`src/rtl/fp_add_pkg.sv`:
```
// Shared constants and state encoding for the floating-point add sequencer.
package fp_add_pkg;

  localparam int unsigned EXP_W     = 8;
  localparam int unsigned SIG_W     = 24;
  localparam int unsigned MAX_ALIGN = 26;
  localparam int unsigned CNT_W     = $clog2(MAX_ALIGN + 1);
  localparam int unsigned SHL_W     = $clog2(SIG_W + 1);

  typedef enum logic [3:0] {
    StIdle,
    StLoad,
    StCmp,
    StAlign,
    StAdd,
    StNorm,
    StRound,
    StRchk,
    StDone
  } fp_add_state_t;

endpackage

```
`src/rtl/fp_align_counter.sv`:
```
// Alignment shift counter: loads min(|exp_diff|, MAX_ALIGN) and counts down to the last shift.
module fp_align_counter
  import fp_add_pkg::*;
(
  input  logic             clk_i,
  input  logic             rst_ni,
  input  logic             load_i,
  input  logic             dec_i,
  input  logic [EXP_W-1:0] exp_diff_i,
  output logic             load_zero_o,
  output logic             last_o
);

  logic [EXP_W-1:0] mag;
  logic [CNT_W-1:0] sat;
  logic [CNT_W-1:0] cnt_d, cnt_q;

  always_comb begin
    // -128 folds to 8'h80, read as unsigned 128, which saturates below
    mag = exp_diff_i[EXP_W-1] ? (~exp_diff_i + EXP_W'(1)) : exp_diff_i;
    sat = (mag > EXP_W'(MAX_ALIGN)) ? CNT_W'(MAX_ALIGN) : mag[CNT_W-1:0];
    cnt_d = cnt_q;
    if (load_i) begin
      cnt_d = sat;
    end else if (dec_i) begin
      cnt_d = cnt_q - CNT_W'(1);
    end
  end

  always_ff @(posedge clk_i or negedge rst_ni) begin
    if (!rst_ni) begin
      cnt_q <= '0;
    end else begin
      cnt_q <= cnt_d;
    end
  end

  assign load_zero_o = (sat == '0);
  assign last_o      = (cnt_q == CNT_W'(1));

endmodule

```
`src/rtl/fp_add_control.sv`:
```
// Sequencer for the single-precision add datapath: compare, align, add, normalize, round.
module fp_add_control
  import fp_add_pkg::*;
(
  input  logic             clk,
  input  logic             rst_n,
  input  logic             start,
  input  logic [EXP_W-1:0] exp_diff,
  input  logic             sig_msb,
  input  logic             sig_ovf,
  input  logic             sig_zero,
  input  logic             exp_ovf,
  input  logic             exp_unf,
  output logic             ready,
  output logic             load_in,
  output logic             sel_swap,
  output logic             shift_r_small,
  output logic             add_en,
  output logic             norm_shift_r,
  output logic             norm_shift_l,
  output logic             exp_inc,
  output logic             exp_dec,
  output logic             round_en,
  output logic             load_out,
  output logic             done,
  output logic             ovf_flag,
  output logic             unf_flag,
  output logic             zero_flag
);

  fp_add_state_t    state_d, state_q;
  logic             sel_swap_d, sel_swap_q;
  logic             ovf_d, ovf_q, unf_d, unf_q, zero_d, zero_q;
  logic             renorm_d, renorm_q;
  logic [SHL_W-1:0] shl_cnt_d, shl_cnt_q;
  logic             cnt_load, cnt_dec, cnt_load_zero, cnt_last;

  fp_align_counter u_align_counter (
    .clk_i       (clk),
    .rst_ni      (rst_n),
    .load_i      (cnt_load),
    .dec_i       (cnt_dec),
    .exp_diff_i  (exp_diff),
    .load_zero_o (cnt_load_zero),
    .last_o      (cnt_last)
  );

  always_comb begin
    state_d       = state_q;
    sel_swap_d    = sel_swap_q;
    ovf_d         = ovf_q;
    unf_d         = unf_q;
    zero_d        = zero_q;
    renorm_d      = renorm_q;
    shl_cnt_d     = shl_cnt_q;
    cnt_load      = 1'b0;
    cnt_dec       = 1'b0;
    ready         = 1'b0;
    load_in       = 1'b0;
    shift_r_small = 1'b0;
    add_en        = 1'b0;
    norm_shift_r  = 1'b0;
    norm_shift_l  = 1'b0;
    exp_inc       = 1'b0;
    exp_dec       = 1'b0;
    round_en      = 1'b0;
    load_out      = 1'b0;
    done          = 1'b0;

    unique case (state_q)
      StIdle: begin
        ready = 1'b1;
        if (start) begin
          ovf_d   = 1'b0;
          unf_d   = 1'b0;
          zero_d  = 1'b0;
          state_d = StLoad;
        end
      end
      StLoad: begin
        load_in   = 1'b1;
        shl_cnt_d = '0;
        renorm_d  = 1'b0;
        state_d   = StCmp;
      end
      StCmp: begin
        sel_swap_d = exp_diff[EXP_W-1];
        cnt_load   = 1'b1;
        state_d    = cnt_load_zero ? StAdd : StAlign;
      end
      StAlign: begin
        shift_r_small = 1'b1;
        cnt_dec       = 1'b1;
        if (cnt_last) begin
          state_d = StAdd;
        end
      end
      StAdd: begin
        add_en  = 1'b1;
        state_d = StNorm;
      end
      StNorm: begin
        if (exp_ovf) begin
          ovf_d   = 1'b1;
          state_d = StDone;
        end else if (exp_unf) begin
          unf_d   = 1'b1;
          state_d = StDone;
        end else if (sig_zero) begin
          zero_d  = 1'b1;
          state_d = StDone;
        end else if (sig_ovf) begin
          norm_shift_r = 1'b1;
          exp_inc      = 1'b1;
        end else if (!sig_msb) begin
          norm_shift_l = 1'b1;
          exp_dec      = 1'b1;
          shl_cnt_d    = shl_cnt_q + SHL_W'(1);
          // A full significand width of left shifts without a leading one means zero
          if (shl_cnt_q == SHL_W'(SIG_W - 1)) begin
            zero_d  = 1'b1;
            state_d = StDone;
          end
        end else begin
          state_d = StRound;
        end
      end
      StRound: begin
        round_en = 1'b1;
        state_d  = StRchk;
      end
      StRchk: begin
        if (sig_ovf && !renorm_q) begin
          renorm_d = 1'b1;
          state_d  = StNorm;
        end else begin
          state_d = StDone;
        end
      end
      StDone: begin
        load_out = 1'b1;
        done     = 1'b1;
        state_d  = StIdle;
      end
      default: state_d = StIdle;
    endcase
  end

  always_ff @(posedge clk or negedge rst_n) begin
    if (!rst_n) begin
      state_q    <= StIdle;
      sel_swap_q <= 1'b0;
      ovf_q      <= 1'b0;
      unf_q      <= 1'b0;
      zero_q     <= 1'b0;
      renorm_q   <= 1'b0;
      shl_cnt_q  <= '0;
    end else begin
      state_q    <= state_d;
      sel_swap_q <= sel_swap_d;
      ovf_q      <= ovf_d;
      unf_q      <= unf_d;
      zero_q     <= zero_d;
      renorm_q   <= renorm_d;
      shl_cnt_q  <= shl_cnt_d;
    end
  end

  assign sel_swap  = sel_swap_q;
  assign ovf_flag  = ovf_q;
  assign unf_flag  = unf_q;
  assign zero_flag = zero_q;

endmodule

```
`config.mk`:
```
export PLATFORM = sky130hd
export DESIGN_NAME = fp_add_control
export DESIGN_NICKNAME = d
export VERILOG_FILES = /design/src/rtl/fp_add_pkg.sv /design/src/rtl/fp_align_counter.sv /design/src/rtl/fp_add_control.sv
export SDC_FILE = /design/constraint.sdc
export NUM_CORES = 1
export LEC_CHECK = 0
export CORE_AREA = 3 3 76 78
export DETAILED_ROUTE_END_ITERATION = 10
export DIE_AREA = 0 0 79 81
export GPL_ROUTABILITY_DRIVEN = 0
export PLACE_DENSITY = 0.48
export SETUP_SLACK_MARGIN = 0.4
export SLEW_MARGIN = 5
export SYNTH_ARGS = -nofsm -noshare
export SYNTH_HDL_FRONTEND = slang
export SYNTH_HIERARCHICAL = 1
export SYNTH_SLANG_ARGS = --single-unit
```
`constraint.sdc`:
```
create_clock -name clk -period 3.1 [get_ports clk]
set_clock_uncertainty 0.1 [all_clocks]
set_input_delay 0.465 -clock clk [delete_from_list [all_inputs] [get_ports clk]]
set_output_delay 0.465 -clock clk [all_outputs]
set_load 0.01 [all_outputs]
```
==> key figures, run 1 <==
Run status
  • Status: finished clean

GRT
  • Grt ovf: 0
  • Number of global-route vias before repair: 1399
  • First-pass GRT wire length: 6465 µm
  • Largest net degree at the start of global routing: 20
  • GRT Util Overall: 12.50%
  • Initial antenna violation count: 0

Power and ir drop
  • Leak pwr: 0.9775 nW
  • Internal power: 0.8448 mW
  • Cell Pwr Density: 658.6 nW/µm²
  • Seq pwr share: 28.2%
  • Clock Power Share: 12.5%
  • Peak supply drop: 0.0003185 V
  • Power Total: 1.420 mW
  • Sw Share: 40.51%
  • Proportion of power drawn by combinational gates: 59.3%
  • Psw: 0.5751 mW

Placed design
  • Port Buffers: 30
  • Post-Place Cell Area: 1927 µm²
  • DP HPWL: 2924 µm
  • Place WS: 7.719 ps
  • Placed cells: 271

Timing
  • Final min period: 2628 ps
  • Fin. max-slew vios: 0
  • Worst Tran Pin Value: 912.1 ps
  • Unrepaired setup endpoints after global routing: yes
  • Fin worst setup slack: 472.3 ps
  • Final Hold Viols: 0
  • # setup viols final: 0
  • Setup TNS: 0 ps
  • Max_slew headroom: 39.00%
  • WHS: 389.5 ps
  • Tcrit/Tclk final: 84.76%
  • Max Freq: 380.6 MHz

Clocking
  • Clk sinks: 19
  • H-tree levels: 1
  • Clock tree root driver cell: clkbuf_8
  • Clk_lat worst skew: 260 ps
  • CTS Hold Bufs: 0
  • Num CTS Buffers: 3
  • Clock Pin Slew Worst Setup and Hold Paths: 80 ps
  • Clk buf depth: 2
  • CTS tree: yes

Routing
  • DR WL/cell: 13.59 µm
  • ANT nets after route: 0
  • Vias: 1406
  • Via-per-instance ratio: 4.882
  • Final wirelength: 3913 µm
  • DRC: 0
  • DRT iter0 DRCs: 31
  • Drt first pass iters: 4

Yosys
  • Share of the synthesized area in the top cell type: 31.28%
  • Cell area after synthesis: 1520 µm²
  • Synth Warn #: 6
  • Syn nets: 190
  • Mapped Cells: 170
  • EDFF count, synth: 0
  • Post-synthesis sequential area ratio: 31.28%
  • Yosys top cell by area: dfrtp_1
  • FF+latch count, synth: 19
  • Largest cells by area after synthesis: dfrtp_1 (31%), nand2_1 (4.0%), inv_1 (3.5%), ha_1 (3.3%), a21oi_1 (2.3%)
  • Most used DFF post-synth: dfrtp_1
  • Avg Inst Size Synth: 8.942 µm²
  • Count of cell types in the netlist: 62
  • Async S/R FF share, synth: 100.0%

Finish
  • Area grow syn2layout: 41.81%
  • Fill cells: 528
  • ANT cells: 0
  • Final Cell Area: 2156 µm²
  • Fin cells: 288
  • Share of post-route cells with drive strength above 1: 23.85%
  • Final #Nets: 239
  • Final core utilization: 41.94%

Worst setup path
  • CP Capture Type: output port
  • Crit path max fanout: 5
  • Worst EP required: 2530 ps
  • Crit path DAT: 2060 ps
  • WS Path Type: flop to output port
  • Worst path slowest cell: clkdlybuf4s50_1
  • Worst-path cell chain: nand4bb_4, nor4_4, and2_4, clkdlybuf4s50_1
  • Worst Setup Start Kind: flop
  • Crit-path max cell delay: 530 ps

Die
  • IO Pins: 31
  • DIE WIDTH: 79 µm
  • Core area: 5140 µm²
  • Rows: 26
  • Die area: 6399 µm²
  • Die height: 81 µm
  • Starting Density: 29.58%

Job
  • Maxcap violations: 0

Hold path
  • Hold Crit Class: flop to flop
-- cell type report --
class / count / area, µm² / share of cell area (%)
Clock buffer: 3 / 41.29 / 1.915
Timing Repair Buffer: 54 / 494.2 / 22.93
Inverter: 14 / 52.55 / 2.438
Tap cell: 70 / 87.58 / 4.063
Multi-Input combinational cell: 127 / 997.2 / 46.26
Clock inverter: 1 / 5.005 / 0.2322
Sequential cell: 19 / 478.0 / 22.17
-- registers in the layout, summed over array words and instances, names as in the netlist --
signal / flops
ovf_flag: 1
renorm_q: 1
sel_swap: 1
shl_cnt_q: 5
state_q: 4
u_align_counter/cnt_q: 5
unf_flag: 1
zero_flag: 1
-- power by group through the flow --
stage                     Combinational (mW)  Sequential [mW]  Clock, mW
after global placement                 0.721            0.426          0
after detailed placement               0.734            0.428          0
after global routing                   0.939            0.412      0.196
after floorplan                        0.493            0.397          0
after CTS                              0.754            0.432      0.186
final                                  0.842            0.401      0.177
-- cell usage after synthesis, types with 3 or more instances --
cell type  instances
nor4_1             5
a31oi_1            3
dfrtp_1           19
nor3_1             4
mux2i_1            3
a211oi_1           3
ha_1               4
inv_1             14
nor2b_1            3
nor4b_1            3
buf_2              3
nand2_1           16
and2_1             3
xor2_1             3
buf_4              4
a21oi_1            7
o21ai_0            5
nor2_1             7
nand3_1            5
nand2b_1           4
-- cells by family after synthesis --
logic type | Yosys count | share of synthesized area [%]
compound gates | 41 | 21.07
mux | 7 | 5.185
simple gates | 70 | 28.64
xor+xnor | 5 | 2.881
flops | 19 | 31.28
buf+inv | 24 | 7.654
fa+ha+maj | 4 | 3.292
-- cell usage in the layout, fill, tap and decap left out, drive strengths merged, types with 4 or more instances in the layout --
cell	netlist	layout
a211oi	5	5
a21oi	7	7
o21ai	6	6
mux2	4	4
nand3	5	5
buf	8	24
clkdlybuf4s50	0	23
inv	14	14
nand2b	4	4
ha	4	4
nor4	6	6
dlymetal6s2s	0	6
nand2	17	17
nor3	4	4
nor2	7	7
dfrtp	19	19
-- worst paths after layout --
kind | start | end | slack (ps) | cells after the start
max | state_q[3]$_DFFE_PN0P_ | exp_inc | 470 | 4
min | zero_flag$_DFFE_PN0P_ | zero_flag$_DFFE_PN0P_ | 390 | 1
max reg2reg | state_q[0]$_DFFE_PN0P_ | state_q[0]$_DFFE_PN0P_ | 970 | 6
min reg2reg | zero_flag$_DFFE_PN0P_ | zero_flag$_DFFE_PN0P_ | 390 | 1
max in group asynchronous | rst_n | state_q[0]$_DFFE_PN0P_ | 1670 | 1
min in group asynchronous | rst_n | zero_flag$_DFFE_PN0P_ | 610 | 1
-- layer usage --
| metal | share of wire, % | up-vias | GRT usage, % |
|---|---|---|---|
| met5 | 0 | - | 0 |
| met4 | 0.10 | 0 | 1.546 |
| met3 | 3.2 | 2 | 3.215 |
| met2 | 51 | 17 | 22.73 |
| met1 | 46 | 668 | 15.27 |
| li1 | - | 719 | - |
-- what timing repair did --
item,4_1_cts,5_1_grt
resized for setup,6,16
pin swaps,0,11
setup buffers,0,13
setup endpoints to repair,7,10
-- critical path, delay by kind of cell (launching register included) --
kind | cells | cell delay, ps
buffers and inverters | 1 | 530
AND/OR/NAND/NOR | 3 | 830
flip-flops | 1 | 440
Power figures use the tool's default switching activity.
==> run 2: changes to the inputs <==
- PLACE_DENSITY: 0.48 -> 0.5
- clock period: 3.1 -> 2.41 ns (I/O delays scaled with it)
==> key figures, run 2 (same netlist as run 1, synthesis figures left out) <==
Die
  • Rows: 26
  • Starting Density: 29.58%
  • Die height: 81 µm
  • DIE WIDTH: 79 µm
  • Core area: 5140 µm²
  • Die area: 6399 µm²
  • IO Pins: 31

Timing
  • Fin. max-slew vios: 0
  • Final min period: 2088 ps
  • WHS: 344.4 ps
  • Max Freq: 479.0 MHz
  • Tcrit/Tclk final: 86.62%
  • Setup TNS: 0 ps
  • Fin worst setup slack: 322.4 ps
  • Final Hold Viols: 0
  • Max_slew headroom: 59.05%
  • # setup viols final: 0
  • Unrepaired setup endpoints after global routing: yes
  • Worst Tran Pin Value: 606.5 ps

Finish
  • Most common cell after layout, fill and taps aside: buf_4
  • Largest regs: shl_cnt_q: 5 flops, u_align_counter/cnt_q: 5 flops, state_q: 4 flops
  • ANT cells: 0
  • Final core utilization: 47.91%
  • Share of post-route cells with drive strength above 1: 41.25%
  • Commonest cells after routing, fill and taps aside: buf_4 (37), dfrtp_1 (17), nand2_1 (16)
  • Area grow syn2layout: 61.98%
  • Fin cells: 310
  • Final #Nets: 261

Worst setup path
  • CP Capture Type: flop
  • Reg2reg start: u_align_counter/cnt_q[0]$_DFFE_PN0P_
  • WS Path Type: input port to flop
  • Worst Setup Start Kind: input port
  • Crit-path max cell delay: 370 ps
  • Crit path max fanout: 3
  • Worst-path cell chain: buf_6, buf_6, inv_12, ha_4, or3b_1, a211oi_2, nor4bb_4, nand2_1, nand2_1, a21oi_2, mux2_4
  • CP startpoint: exp_diff[1]
  • Worst path slowest cell: or3b_1
  • Worst EP required: 2460 ps
  • Crit path DAT: 2140 ps

Clocking
  • H-tree levels: 1
  • Num CTS Buffers: 3
  • CTS tree: yes
  • Clock Pin Slew Worst Setup and Hold Paths: 80 ps
  • Clk sinks: 19
  • Clk buf depth: 2
  • Clk_lat worst skew: 260 ps
  • Clock tree root driver cell: clkbuf_8

GRT
  • Largest net degree at the start of global routing: 20
  • First-pass GRT wire length: 7348 µm
  • Number of global-route vias before repair: 1613
  • GRT Util Overall: 14.26%
  • Grt ovf: 0
  • Initial antenna violation count: 0

Routing
  • Drt first pass iters: 4
  • ANT nets after route: 0
  • DR WL/cell: 14.39 µm
  • Vias: 1593
  • Via-per-instance ratio: 5.139
  • DRT iter0 DRCs: 40
  • DRC: 0
  • Final wirelength: 4460 µm

Run status
  • Status: finished clean

Power and ir drop
  • Cell Pwr Density: 837.9 nW/µm²
  • Peak supply drop: 0.0004251 V
  • Leak pwr: 1.098 nW

Job
  • Maxcap violations: 0

Placed design
  • Place WS: -480.7 ps
  • Port Buffers: 30
  • DP HPWL: 3342 µm
  • Placed cells: 291

Hold path
  • Hold Crit Class: input port to async pin
## run 2: cell types whose count changed in the layout (fill, tap and decap cells not counted), moves of 3 or more
cell	change
nor4_4	+3
buf_4	+13
dlygate4sd2_1	+7
nor3_1	-3
inv_1	-4
buf_6	+15
clkdlybuf4s50_1	-12
dlymetal6s2s_1	-5
## run 2: layout make-up
cell class | count | area, µm²
clock buffers | 3 | 41.29
well taps | 70 | 87.58
repair buffers | 76 | 674.4
clock inverters | 1 | 5.005
flip-flops and latches | 19 | 478.0
multi-input cells | 127 | 1104
fillers | 515 | 2678
inverters | 14 | 72.57
## run 2: where the power goes
group          total [mW]  internal, mW  switching, mW
Clock               0.230         0.115          0.115
Sequential          0.535         0.423          0.112
Combinational        1.30         0.667          0.631
Total                2.06          1.21          0.858
## run 2: repair_timing
| item | 4_1_cts | 5_1_grt |
|---|---|---|
| endpoints found under the setup margin | 17 | 19 |
| buffers inserted | 11 | 4 |
| hold endpoints to repair | 0 | 0 |
| hold buffers | 0 | 0 |
| pin swaps | 15 | 14 |
| resized for setup | 66 | 26 |
## run 2: final timing paths
check / endpoint / slack (ps) / cells past startpoint
max: state_q[0]$_DFFE_PN0P_ / 320 / 11
min: zero_flag$_DFFE_PN0P_ / 340 / 2
max reg2reg: state_q[0]$_DFFE_PN0P_ / 400 / 6
min reg2reg: zero_flag$_DFFE_PN0P_ / 400 / 1
max in group asynchronous: state_q[1]$_DFFE_PN0P_ / 1620 / 2
min in group clk: zero_flag$_DFFE_PN0P_ / 400 / 1
## run 2: stage by stage
| stage | total power [mW] | cell area [µm²] |
|---|---|---|
| floorplan | 1.178 | 1582 |
| global placement | 1.577 | 2138 |
| detailed placement | 1.593 | 2138 |
| CTS | 1.905 | 2338 |
| global route | 2.222 | 2462 |
| finish | 2.063 | 2462 |
## run 2: critical path: cells and delay by family
family,cells,cell delay [ps]
multiplexers,1,260
AND/OR/NAND/NOR,4,840
buffers and inverters,3,250
AO/OA/AOI/OAI,2,290
adder cells (fa/ha/maj),1,140
## run 2: metal layers
metal	track usage (%)	part of all wire (%)	vias up
li1	-	-	774
met1	16.44	43	785
met2	26.18	52	26
met3	4.102	3.9	8
met4	3.093	1.5	0
met5	0	0	-
